===== src/rtl/cla_pipe_addsub.sv =====
// cla_pipe_addsub: pipelined carry-lookahead adder/subtractor.
//
// WIDTH-bit operands are cut into NG = WIDTH/GROUP lookahead groups. Rank 0
// captures the operands (B already inverted for subtract) and the effective
// carry. Between rank k and rank k+1 group k is summed with full two-level
// lookahead. Its carry-out then moves on to the next rank. Result bits that
// are already done and operand bits that are still waiting travel along in
// skew registers. Latency is NG cycles from accept to out_valid, and
// throughput is one beat per cycle.
//
// Ports
//   clk, rst              clock, asynchronous active-high reset
//   in_valid / in_ready   operand handshake (in_ready = !out_valid | out_ready)
//   a, b, cin, sub        operands; sub=1 gives a-b and ignores cin
//   out_valid / out_ready result handshake; a stall freezes every rank
//   sum, cout             result modulo 2^WIDTH, carry out (sub: 1 = no borrow)
//   ovf                   signed overflow, present only with CLA_OVF_EN defined
//
// Optional feature macro: CLA_OVF_EN

// One GROUP-bit lookahead block. Each carry is written as a sum of products
// of g/p/c_i, so it synthesises to two logic levels and does not ripple.
module cla_group #(
   parameter int GROUP = 4
) (
   input  logic [GROUP-1:0] a_i,
   input  logic [GROUP-1:0] b_i,
   input  logic             c_i,
   output logic [GROUP-1:0] s_o,
   output logic             c_o,
   output logic             c_msb_o
);
   logic [GROUP-1:0] p, g;
   logic [GROUP:0]   c;
   logic             term, prod;

   always_comb begin
      p    = a_i ^ b_i;
      g    = a_i & b_i;
      c    = '0;
      term = 1'b0;
      prod = 1'b0;
      c[0] = c_i;
      // c[i] = c_i&p[0..i-1] | OR_j ( g[j] & p[j+1..i-1] )
      for (int i = 1; i <= GROUP; i++) begin
         term = c_i;
         for (int m = 0; m < i; m++) term = term & p[m];
         for (int j = 0; j < i; j++) begin
            prod = g[j];
            for (int m = j + 1; m < i; m++) prod = prod & p[m];
            term = term | prod;
         end
         c[i] = term;
      end
   end

   assign s_o     = p ^ c[GROUP-1:0];
   assign c_o     = c[GROUP];
   assign c_msb_o = c[GROUP-1];
endmodule

module cla_pipe_addsub #(
   parameter int WIDTH = 16,
   parameter int GROUP = 4
) (
   input  logic             clk,
   input  logic             rst,
   input  logic             in_valid,
   output logic             in_ready,
   input  logic [WIDTH-1:0] a,
   input  logic [WIDTH-1:0] b,
   input  logic             cin,
   input  logic             sub,
   output logic             out_valid,
   input  logic             out_ready,
   output logic [WIDTH-1:0] sum,
   output logic             cout
`ifdef CLA_OVF_EN
   ,
   output logic             ovf
`endif
);
   localparam int NG = WIDTH / GROUP;

   logic [NG:0]                 vld_pipe;
   logic [NG-1:0][WIDTH-1:0]    a_q, a_d, b_q, b_d;   // operand skew, rank 0..NG-1
   logic [NG:1][WIDTH-1:0]      s_q, s_d;             // partial result, rank 1..NG
   logic [NG:0]                 c_q, c_d;             // carry into group k at rank k
   logic [NG-1:0][GROUP-1:0]    gs;
   logic [NG-1:0]               gc, gm;
   logic                        advance;

   // The whole pipe moves as one. Bubbles are not squeezed out, so the
   // only back-pressure point is the output rank.
   assign advance  = !vld_pipe[NG] || out_ready;
   assign in_ready = advance;

   for (genvar k = 0; k < NG; k++) begin : g_grp
      cla_group #(.GROUP(GROUP)) u_grp (
         .a_i     (a_q[k][k*GROUP +: GROUP]),
         .b_i     (b_q[k][k*GROUP +: GROUP]),
         .c_i     (c_q[k]),
         .s_o     (gs[k]),
         .c_o     (gc[k]),
         .c_msb_o (gm[k])
      );
   end

   always_comb begin
      a_d    = a_q;
      b_d    = b_q;
      s_d    = s_q;
      c_d    = c_q;
      a_d[0] = a;
      b_d[0] = sub ? ~b : b;
      c_d[0] = sub | cin;               // subtract forces the +1
      for (int k = 1; k < NG; k++) begin
         a_d[k] = a_q[k-1];
         b_d[k] = b_q[k-1];
      end
      s_d[1] = '0;
      for (int k = 1; k < NG; k++) s_d[k+1] = s_q[k];
      for (int k = 0; k < NG; k++) begin
         s_d[k+1][k*GROUP +: GROUP] = gs[k];
         c_d[k+1]                   = gc[k];
      end
   end

   always_ff @(posedge clk or posedge rst) begin
      if (rst) begin
         vld_pipe <= '0;
         a_q      <= '0;
         b_q      <= '0;
         s_q      <= '0;
         c_q      <= '0;
      end else if (advance) begin
         vld_pipe <= {vld_pipe[NG-1:0], in_valid};
         a_q      <= a_d;
         b_q      <= b_d;
         s_q      <= s_d;
         c_q      <= c_d;
      end
   end

   assign out_valid = vld_pipe[NG];
   assign sum       = s_q[NG];
   assign cout      = c_q[NG];

`ifdef CLA_OVF_EN
   logic ovf_q, ovf_d;

   // Signed overflow: the carry into the MSB differs from the carry out of it.
   assign ovf_d = gm[NG-1] ^ gc[NG-1];

   always_ff @(posedge clk or posedge rst) begin
      if (rst)          ovf_q <= 1'b0;
      else if (advance) ovf_q <= ovf_d;
   end

   assign ovf = ovf_q;
`endif

   // The last rank only reads its top group of operand bits. The MSB carry
   // taps are only used by the overflow logic.
   logic unused_bits;
   assign unused_bits = ^{a_q[NG-1], b_q[NG-1], gm};
endmodule


===== config.mk =====
export PLATFORM = sky130hd
export DESIGN_NAME = cla_pipe_addsub
export DESIGN_NICKNAME = d
export VERILOG_FILES = /design/src/rtl/cla_pipe_addsub.sv
export SDC_FILE = /design/constraint.sdc
export NUM_CORES = 1
export LEC_CHECK = 0
export CAP_MARGIN = 20
export CORE_MARGIN = 2
export CORE_UTILIZATION = 50
export CTS_CLUSTER_SIZE = 8
export DETAILED_ROUTE_END_ITERATION = 12
export PLACE_DENSITY = 0.79
export SYNTH_ARGS = -nofsm -noshare
export SYNTH_HDL_FRONTEND = slang
export SYNTH_SLANG_ARGS = --single-unit

===== constraint.sdc =====
create_clock -name clk -period 4.2 [get_ports clk]
set_clock_uncertainty 0.05 [all_clocks]
set_input_delay 0.84 -clock clk [delete_from_list [all_inputs] [get_ports clk]]
set_output_delay 0.84 -clock clk [all_outputs]
set_load 0.01 [all_outputs]

Word level (Yosys, flattened, before mapping)
Index checks and enable logic that the tools add are counted.
- flip-flop bits (word level): 178
- bits in latches: 0
- RAM bits: 0
- bits in read-only memories: 0
- output and inout bits: 19
- memories: 0
- add/subtract/negate cells: 0
- multipliers: 0
- divide/modulo/power cells: 0
- $lt $le $gt $ge: 0
- equality and inequality tests: 0
- shift operators: 0
- muxes and demuxes: 1
- bitwise logic cells: 94
- reduce and logical (&&, ||, !) cells: 2
- operators with widths (cell ; count):
    $or A1 B1 Y1 ; 41
    $and A1 B1 Y1 ; 40
    $xor A4 B4 Y4 ; 8
    $and A4 B4 Y4 ; 4
    $mux W16 ; 1
    $not A16 Y16 ; 1
    $logic_not A1 Y1 ; 1
    $logic_or A1 B1 Y1 ; 1

Depth between registers and ports, before layout
- word-level depth: 9
- mapped depth: 6
- gate-level depth less buffers: 5

Cells and area by module
Synthesis repeated with hierarchy kept, for this count alone.
- cells, all modules: 361
- area total of the unflattened synthesis: 5990.7 um^2
- by module, submodules not included (module ; times used ; cells an instance ; area an instance (um^2)):
    cla_pipe_addsub ; 1 ; 297 ; 5357.6
    cla_group at g_grp[0].u_grp ... ; 2 ; 15 ; 162.7
    cla_group at g_grp[3].u_grp ; 1 ; 19 ; 161.4
    cla_group at g_grp[2].u_grp ; 1 ; 15 ; 146.4

Worst setup path before layout
No wires, ideal clock.
- path type: input to output
- start point: input out_ready
- end point: output in_ready
- data arrival time: 1.241 ns
- required time: 3.310 ns
- slack: 2.069 ns
- cell stages on the path: 3
- buffers on the path: 1
- cells stage by stage: nor2b_4 -> inv_2 -> clkbuf_1
- cells in the longest elaborated chain, start to end: 1
- RTL lines (element ; line ; RTL):
    from (decl) ; 75 ; input logic out_ready,
    $logic_or A1 B1 Y1 ; 95 ; assign advance = !vld_pipe[NG] || out_ready;
    to (decl) ; 69 ; output logic in_ready,
No other way between the ends.

Worst setup path in the final report
Same ends and word-level chain as after synthesis.

==> impl_results.md <==
- Post-synthesis cell area: roughly 5600 um2
- Endpoint class of the critical path: output pin
- Final ANT Viol Nets: 0
- Layout net count: roughly 700
- Yosys top cell area share: 0.579
- CTS max path bufs: 2
- Area share of fa/ha/maj cells after synthesis: 0.0588
- Worst min path class: reg -> reg
- Min cycle time layout: between 2000 and 3000 ps
- Worst path slowest cell: clkdlybuf4s50_1
- Clock root buffer: clkbuf_8
- Worst path most repeated cell: clkdlybuf4s50_1
- Final hold vios: 0
- Pwr/cell area: between 700 and 800 nW/um2
- Setup Viol. Count Final: 0
- Critical Path AT: about 2000 ps
- Rel. slew slack: 0.348
- # DRC: 0
- Routed WL per cell: about 13 um
- R2r startpoint: vld_pipe[4]
- Largest family of logic cells by synthesized area: simple AND/OR/NAND/NOR gates
- CP cell instances: clkdlybuf4s50_1 -> nor2b_4 -> inv_2 -> clkdlybuf4s50_1
- Die Y: about 110 um
- Crit-path max FO: 4
- CTS Buf Count: 17
- Fin. max-slew vios: 0
- Cell depth of the worst flop-to-flop path: 5
- Distinct cells, synth: 23
- Seq/Total Area, Yosys: 0.579
- Switching Share: 0.340
- Clock Power Share: 0.265
- PostCTS Resize Cnt: 0
- DRT iter0 DRCs: 151
- CP startpoint kind: primary input
- Reg clk slew, reported paths: 50 ps
- Gp weighted congestion: between 0.7 and 0.8
- Max cap viols: 0
- Grt total ovfl: 0
- Measured slew at the worst slew-check pin: 978 ps
- Pin count of the biggest net entering global routing: slightly above 100
- Xor and xnor area share after synthesis: 0.0312
- Top post-synthesis cells by area: dfrtp_1 (58%), nand2_1 (21%), ha_1 (4.5%)
- Critical Path RT: 3310 ps
- Worst skew pair latency: between 500 and 600 ps
- Die span in x: around 110 um
- Status: finished clean
- TritonRoute pass-1 iters: 4
- Non-filler cells, final: 794
- DP Wirelength: approximately 6400 um
- FF-to-FF setup slack: between 1500 and 2000 ps
- Most common cell after layout, fill and taps aside: nand2_1
- Ant. Diodes: 0
- Initial antenna violation count: 0
- Critical path's largest stage delay: approximately 530 ps
- Area grow syn2layout: 20.5%
- Layout cells sized above 1: 0.0612
- Synth Area in Compound Gates: 0.0669
- CP bufs+invs: 3
- Die Area: about 12000 um2
- Vias per inst: approximately 5
- Io pins: 57
- First-pass GRT wire length: roughly 18000 um
- Placed cell count: approximately 760
- Leak: 3.39 nW
- Mux contribution to synthesized area: 0
- CORE AREA: approximately 11000 um2
- Combinational power share: 0.321
- FP Rows: 38
- Post-synth top area cell: dfrtp_1
- TritonCTS clock tree: done
- Cell Int Power: about 0.0034 W
- H-tree depth: 4
- Synth Area in Simple Gates: 0.223
- FMAX: around 340 MHz
- Setup_tns: 0 ps
- Reg2reg end: c_q[4]
- Total track usage: 0.186
- Post-Route WL: 9980 um
- Post-CTS Setup Inserts: 0
- Starting Density: 0.516
- Worst Hold Path EP: s_d[48]
- Top Family by Delay on Critical Path: buffers and inverters
- Synth Register Bits: 130
- Port Buffers: between 50 and 60
- Commonest cells after routing, fill and taps aside: nand2_1 (311), dfrtp_1 (130), clkdlybuf4s50_1 (56)
- CP Class: in -> out
- Sequential power share: 0.414
- Peak VDD IR: ~0.35 mV
- Hold_buf cts: 0
- Mean Syn Cell Area: between 9 and 10 um2
- Crit share post-route: 0.691
- Worst Hold Launch: s_d[48]
- CTS sink cnt: 130
- Vias in the first global route: approximately 3800
- RSZ-0062 raised after global routing: false
- Net Sw Power: about 0.0018 W
- Syn Inst Count: around 590
- Syn Nets: 653
- DR vias: around 4000
- Synth warn: 0
- Hold Crit Depth: 2
## final cells by class
type,count,area (um2)
fillers,856,4120
flip-flops and latches,130,3250
multi-input cells,426,2130
repair buffers,61,611
clock buffers,18,428
well taps,140,175
clock inverters,14,140
inverters,5,22.5
## flip-flops by register name, indices dropped and copies added (netlist names)
| name | count |
|---|---|
| vld_pipe | 5 |
| c_q | 5 |
| b_q | 4 |
| sum | 16 |
| a_q | 4 |
| a_d | 36 |
| s_d | 24 |
| b_d | 36 |
## cell usage after synthesis (all sizes together)
cell,number
a21o,4
a21oi,2
buf,24
clkbuf,6
dfrtp,130
fa,4
ha,20
inv,5
nand2,311
nand2b,4
nor2,2
nor2b,1
nor3,8
o211a,4
o21a,12
o21ai,22
o31a,4
o31ai,8
xnor2,19
xor2,1
## cell families after synthesis
logic type               after synthesis
AO/OA/AOI/OAI                         56
adder cells (fa/ha/maj)               24
AND/OR/NAND/NOR                      326
XOR/XNOR                              20
flip-flops                           130
buffers and inverters                 35
## tightest hold or removal path, delay by kind of cell (launching register included)
kind             cells  cell delay, ps
DFF                  1             340
and+or+nand+nor      2             100
## layer usage
metal  vias to the layer above  global-route usage  share of wire
met5                         -                   0              0
met4                         0              0.0705          0.014
met3                        13              0.0445          0.042
met2                        72               0.292           0.47
met1                      1860               0.253           0.47
li1                       1969                   -              -
## power by group through the flow
stage / Clock, W / Combinational (W) / Sequential [W]
floorplan: 0 / 0.00122 / 0.00211
global route: 0.00145 / 0.00191 / 0.00222
finish: 0.00137 / 0.00167 / 0.00214
detailed placement: 0 / 0.00166 / 0.00216
CTS: 0.00140 / 0.00169 / 0.00215
global placement: 0 / 0.00157 / 0.00214
## stage by stage
| stage | util | hold WS (ps) | power (W) | instance area [um2] | setup slack (ps) |
|---|---|---|---|---|---|
| after floorplan | - | 380 | 0.00333 | 5620 | 1700 |
| after global placement | 0.569 | 390 | 0.00371 | 6200 | 1100 |
| after detailed placement | 0.569 | 401 | 0.00382 | 6200 | 1020 |
| after CTS | 0.621 | 414 | 0.00524 | 6760 | 1280 |
| after global routing | 0.621 | 434 | 0.00558 | 6760 | 1260 |
| final | 0.621 | 416 | 0.00519 | 6760 | 1300 |
## how the worst max path moves through the flow
stage	from	endpoint	cells past startpoint
after floorplan	rst	a_d[16]	1
after global placement	out_ready	c_q[4]	6
after detailed placement	out_ready	b_d[30]	5
after CTS	out_ready	in_ready	4
after global routing	out_ready	in_ready	4
final	out_ready	in_ready	4
No activity file was read; power rests on OpenSTA's default activity.
